--- src/rtl/interval_timer_pkg.sv ---
// Shared types and constants for the interval timer: FSM state encoding and BCD digit limits.
package interval_timer_pkg;

    typedef enum logic [1:0] {
        S_IDLE = 2'd0,
        S_RUN  = 2'd1,
        S_DONE = 2'd2
    } state_t;

    localparam int         DIGIT_W   = 4;
    localparam logic [3:0] DIGIT_MAX = 4'd9;

endpackage

--- src/rtl/interval_timer_bcd_digit.sv ---
// One BCD decade counter; rolls 9 -> 0 and signals carry into the next decade.
module bcd_digit
    import interval_timer_pkg::*;
(
    input  logic               clk,
    input  logic               rst_n,
    input  logic               clr,
    input  logic               en,
    input  logic               hold,
    output logic [DIGIT_W-1:0] q,
    output logic               carry
);

    // NOTE: sequential state uses non-blocking assignments so every flop samples pre-edge values.
    always_ff @(posedge clk or negedge rst_n) begin
        if (!rst_n) begin
            q <= '0;
        end else if (clr) begin
            q <= '0;
        end else if (en && !hold) begin
            q <= (q == DIGIT_MAX) ? '0 : q + 4'd1;
        end
    end

    assign carry = en && (q == DIGIT_MAX);

endmodule

--- src/rtl/interval_timer.sv ---
// Counts delay ticks between start and stop in native packed BCD, saturating at all nines.
module interval_timer
    import interval_timer_pkg::*;
#(
    parameter int DIGITS = 4
) (
    input  logic                    clk,
    input  logic                    rst_n,
    input  logic                    tick,
    input  logic                    start,
    input  logic                    stop,
    input  logic                    clear,
    output logic [DIGIT_W*DIGITS-1:0] bcd,
    output logic                    busy,
    output logic                    valid,
    output logic                    overflow
);

    state_t state_q, state_d;

    logic [DIGITS:0]   en_chain;
    logic [DIGITS-1:0] nine;
    logic              sat;
    logic              zero_cnt;

    // Start clears the count in every state, so it shares the clear path of the digits.
    assign zero_cnt    = clear || start;
    assign en_chain[0] = tick && (state_q == S_RUN);
    assign sat         = &nine;

    for (genvar i = 0; i < DIGITS; i++) begin : g_digit
        bcd_digit u_digit (
            .clk   (clk),
            .rst_n (rst_n),
            .clr   (zero_cnt),
            .en    (en_chain[i]),
            .hold  (sat),
            .q     (bcd[i*DIGIT_W +: DIGIT_W]),
            .carry (en_chain[i+1])
        );
        assign nine[i] = (bcd[i*DIGIT_W +: DIGIT_W] == DIGIT_MAX);
    end

    always_ff @(posedge clk or negedge rst_n) begin
        if (!rst_n) begin
            state_q <= S_IDLE;
        end else begin
            state_q <= state_d;
        end
    end

    // NOTE: state_d gets a default before any branch so no latch is inferred.
    always_comb begin
        state_d = state_q;
        if (clear) begin
            state_d = S_IDLE;
        end else if (start) begin
            state_d = S_RUN;
        end else if (state_q == S_RUN && stop) begin
            state_d = S_DONE;
        end
    end

    // A carry out of the top decade means a tick arrived while already at all nines.
    always_ff @(posedge clk or negedge rst_n) begin
        if (!rst_n) begin
            overflow <= 1'b0;
        end else if (zero_cnt) begin
            overflow <= 1'b0;
        end else if (en_chain[DIGITS]) begin
            overflow <= 1'b1;
        end
    end

    assign busy  = (state_q == S_RUN);
    assign valid = (state_q == S_DONE);

endmodule

--- config.mk ---
export PLATFORM = sky130hd
export DESIGN_NAME = interval_timer
export DESIGN_NICKNAME = d
export VERILOG_FILES = /design/src/rtl/interval_timer_pkg.sv /design/src/rtl/interval_timer_bcd_digit.sv /design/src/rtl/interval_timer.sv
export SDC_FILE = /design/constraint.sdc
export NUM_CORES = 1
export LEC_CHECK = 0
export CELL_PAD_IN_SITES_DETAIL_PLACEMENT = 1
export CELL_PAD_IN_SITES_GLOBAL_PLACEMENT = 2
export CORE_MARGIN = 3
export CORE_UTILIZATION = 32
export DETAILED_ROUTE_END_ITERATION = 8
export PLACE_DENSITY = 0.92
export SLEW_MARGIN = 20
export SYNTH_ARGS = -nofsm -noshare
export SYNTH_HDL_FRONTEND = slang
export SYNTH_SLANG_ARGS = --single-unit
--- constraint.sdc ---
create_clock -name clk -period 3.6 [get_ports clk]
set_clock_uncertainty 0.15 [all_clocks]
set_input_delay 0.72 -clock clk [delete_from_list [all_inputs] [get_ports clk]]
set_output_delay 0.72 -clock clk [all_outputs]
set_load 0.02 [all_outputs]
==> flow_summary.yaml <==
pwr:
  sw_frac_of_total_pct: 26.27
  power.sequential.fraction_pct: 59.7
  combPwrFrac_pct: 7.4
  power_report.internal_total_w: 0.0002676
  static_leakage_nw: 0.5612
  clock_power_share_pct: 32.9
  powerDensity_mw_per_mm2: 255.6
  vdd_ir_drop_max_uv: 169.6
  power.net_switching_w: 0.00009534
grt:
  grt_first_pass_wirelength_um: 5071
  gr-usage-all-layers_pct: 14.97
  grt_pass1_vias: 1069
  largest_net_degree_at_the_start_of_global_routing: 20
  antenna_found_initial: 0
  grt_remaining_overflow: 0
finish:
  insertedDiodeCount: 0
  flow.area_growth_from_synthesis_pct: 24.86
  nNetsFinal: 158
  post_route_cells_drive_above_1_share_pct: 4.196
  final_cell_area_sq_mm: 0.001420
synthesis:
  synth_seq_cells: 19
  syn_area_per_cell_sq_um: 9.400
  top_cells_by_area_synth: "dfrtp_1 42%, ha_1 8.8%, a21oi_1 6.2%, nand3_1 4.0%, nand3b_1 3.3%"
  synth_cell_type_count: 32
  synth-adder-area-share_pct: 8.801
  synth_top_area_share_pct: 41.80
  yosysWarnings: 0
  post_synth_instance_area_sq_mm: 0.001137
  combinational_family_with_the_most_area_after_synthesis: "simple AND/OR/NAND/NOR gates"
  synth.yosys.seq_area_share_pct: 41.80
  syn-instance-count: 121
  synth.area.mux_share_pct: 0.8801
  synth-compound-area-share_pct: 17.71
  synth-xor-area-share_pct: 0
  cell_type_with_the_largest_total_area_after_synthesis: "dfrtp_1"
  synth_async_sr_flop_share_pct: 100.0
  yosys.area_share.simple_pct: 25.52
  syn-num-nets: 135
  synth_ff_type: "dfrtp_1"
  synth_edf_count: 0
clock_network:
  cells_resized_by_post_cts_repair: 0
  post-cts-setup-buffer-count: 0
  cts_inserted_buffers: 3
  clock_sink_count: 19
  clk_pin_slew_ns: 0.13
  cts_tree: "built"
  cts.htree.levels: 1
  count_of_hold_fix_buffers_inserted_at_cts: 0
  clock_buffer_depth: 2
  insertion_delay_ns: 0.31
  ctsRootBufferMaster: "clkbuf_4"
sta:
  setup_violations: 0
  period_needed_ns: 2.418
  worst_slew_pin_slew_ns: 0.8780
  grt_setup_unrepaired: "false"
  final_critical_path_setup_slack_ns: 1.182
  slew_viol_final: 0
  final.setup.tns_ns: 0
  final_min_period_over_clock_period_pct: 67.17
  timing.slew.headroom_pct: 41.28
  fmax_ghz: 0.4136
  finalHoldViolations: 0
die:
  top_level_ports: 25
  floorplan.die_area_sq_mm: 0.004305
  floorplan.initialDensity_pct: 33.55
  die_height_um: 65.62
  num_rows: 21
  die_w_um: 65.62
  core-area_sq_mm: 0.003390
placement:
  placed_area_sq_mm: 0.001390
  place.gp.congestion: 0.8001
  buffer_ports.inserted: 24
  dp_hpwl_um: 2127
  post-place-ws_ns: 0.9992
routing:
  detail_route.first_pass.iterations: 4
  dr_total_vias: 1025
  ant_nets: 0
  post-route-drc-count: 0
  route.final.wire_length_um: 2844
  routed_vias_inst: 5.423
  drtIter0Drc: 52
  wl_per_cell_um: 15.05
worst_setup_path:
  setup.reg_to_reg.worst_slack_ns: 1.47
  setup.worst_path.end_class: "output port"
  rr_startpoint: "g_digit[2].u_digit.q[1]"
  required_ns: 2.73
  reg_to_reg_critical_path_endpoint: "g_digit[0].u_digit.q[0]"
  critPathArrivalTime_ns: 1.55
  worstPathMaxFanout: 6
  critical_path_class: "reg -> out"
  timing.critical_path.from_type: "flip-flop"
  worstRegToRegCells: 6
run:
  drv_cap: 0
min_path:
  whs_endpoint: "overflow"
  hp-start: "overflow"
  hold_path_class: "reg -> reg"
  hold_depth: 2
outcome:
  run_status: "finished clean"
[worst max path at each step]
stage                     from                 endpoint  slack (ns)  depth (start not counted)
global route        state_q[0]                    valid        1.10                          2
global placement          tick  g_digit[3].u_digit.q[3]        1.02                          5
detailed placement        tick  g_digit[3].u_digit.q[3]         1.0                          5
floorplan                 tick  g_digit[3].u_digit.q[3]        1.71                          5
CTS                 state_q[0]                    valid        1.16                          2
finish              state_q[0]                    valid        1.18                          2
[worst max-delay path, cell delays in order, from the launching register on]
cell and delay [ns]:
dfrtp_1 0.44, and2b_1 0.20, clkdlybuf4s50_1 0.59
[cell families (layout without fill, tap and decap cells)]
kind of cell	Yosys count	in the layout
AOI/OAI and AO/OA	32	32
DFF	19	19
adders and majority gates	8	8
and+or+nand+nor	51	51
buffers and inverters	10	32
muxes	1	1
[metrics by stage]
step	util, %	hold slack [ns]	std cells	power (W)
after global routing	41.90	0.4391	189	0.0003787
after detailed placement	41.01	0.3673	185	0.0002481
after global placement	41.01	0.3373	185	0.0002474
after floorplan	-	0.2744	121	0.0002330
after CTS	41.90	0.4083	189	0.0003653
final	41.90	0.3937	189	0.0003630
[cell usage after synthesis, types with 2 or more instances]
| cell type | n |
|---|---|
| a21oi_1 | 14 |
| and3b_1 | 4 |
| buf_4 | 2 |
| buf_6 | 2 |
| clkbuf_1 | 2 |
| dfrtp_1 | 19 |
| ha_1 | 8 |
| inv_1 | 4 |
| nand2_1 | 8 |
| nand3_1 | 9 |
| nand3b_1 | 5 |
| nor2_1 | 10 |
| nor3_1 | 2 |
| o211ai_1 | 2 |
| o21ai_0 | 5 |
| o31ai_1 | 5 |
| o41ai_1 | 2 |
| or3_1 | 4 |
[cell usage in the layout (no fill, tap or decap), types with 5 or more instances in the layout]
cell type,synthesis,final
clkdlybuf4s50_1,0,24
dfrtp_1,19,19
a21oi_1,14,14
nor2_1,10,10
nand3_1,9,9
nand2_1,8,8
ha_1,8,8
nand3b_1,5,5
o21ai_0,5,5
o31ai_1,5,5
[power groups by stage]
stage          clock network (W)   logic, W  registers (W)
6_report                0.000119  0.0000270       0.000217
5_1_grt                 0.000132  0.0000298       0.000217
4_1_cts                 0.000121  0.0000276       0.000217
3_5_place_dp                   0  0.0000275       0.000221
3_3_place_gp                   0  0.0000268       0.000221
2_1_floorplan                  0  0.0000124       0.000221
[sequential cells by signal, indices dropped and copies added (netlist names)]
name and flops:
g_digit.u_digit.q 16, overflow 1, state_q 2
[area by class of cell]
type	count	area, sq um
clock inverter	1	7.507
timing repair buffer	24	240.2
tap	46	57.56
fill	390	1969
clock buffer	3	22.52
sequential	19	475.5
inverter	4	15.01
multi-input combinational	92	601.8
[metal layers]
metal / global-route usage, % / routed length (um) / up-vias / share of wire [%]
li1: - / - / 487 / -
met5: 0 / 0 / - / 0
met4: 3.886 / 25 / 0 / 0.88
met1: 20.55 / 1321 / 520 / 46
met3: 2.051 / 61 / 4 / 2.1
met2: 24.65 / 1436 / 14 / 50
No activity file was read; power rests on OpenSTA's default activity.
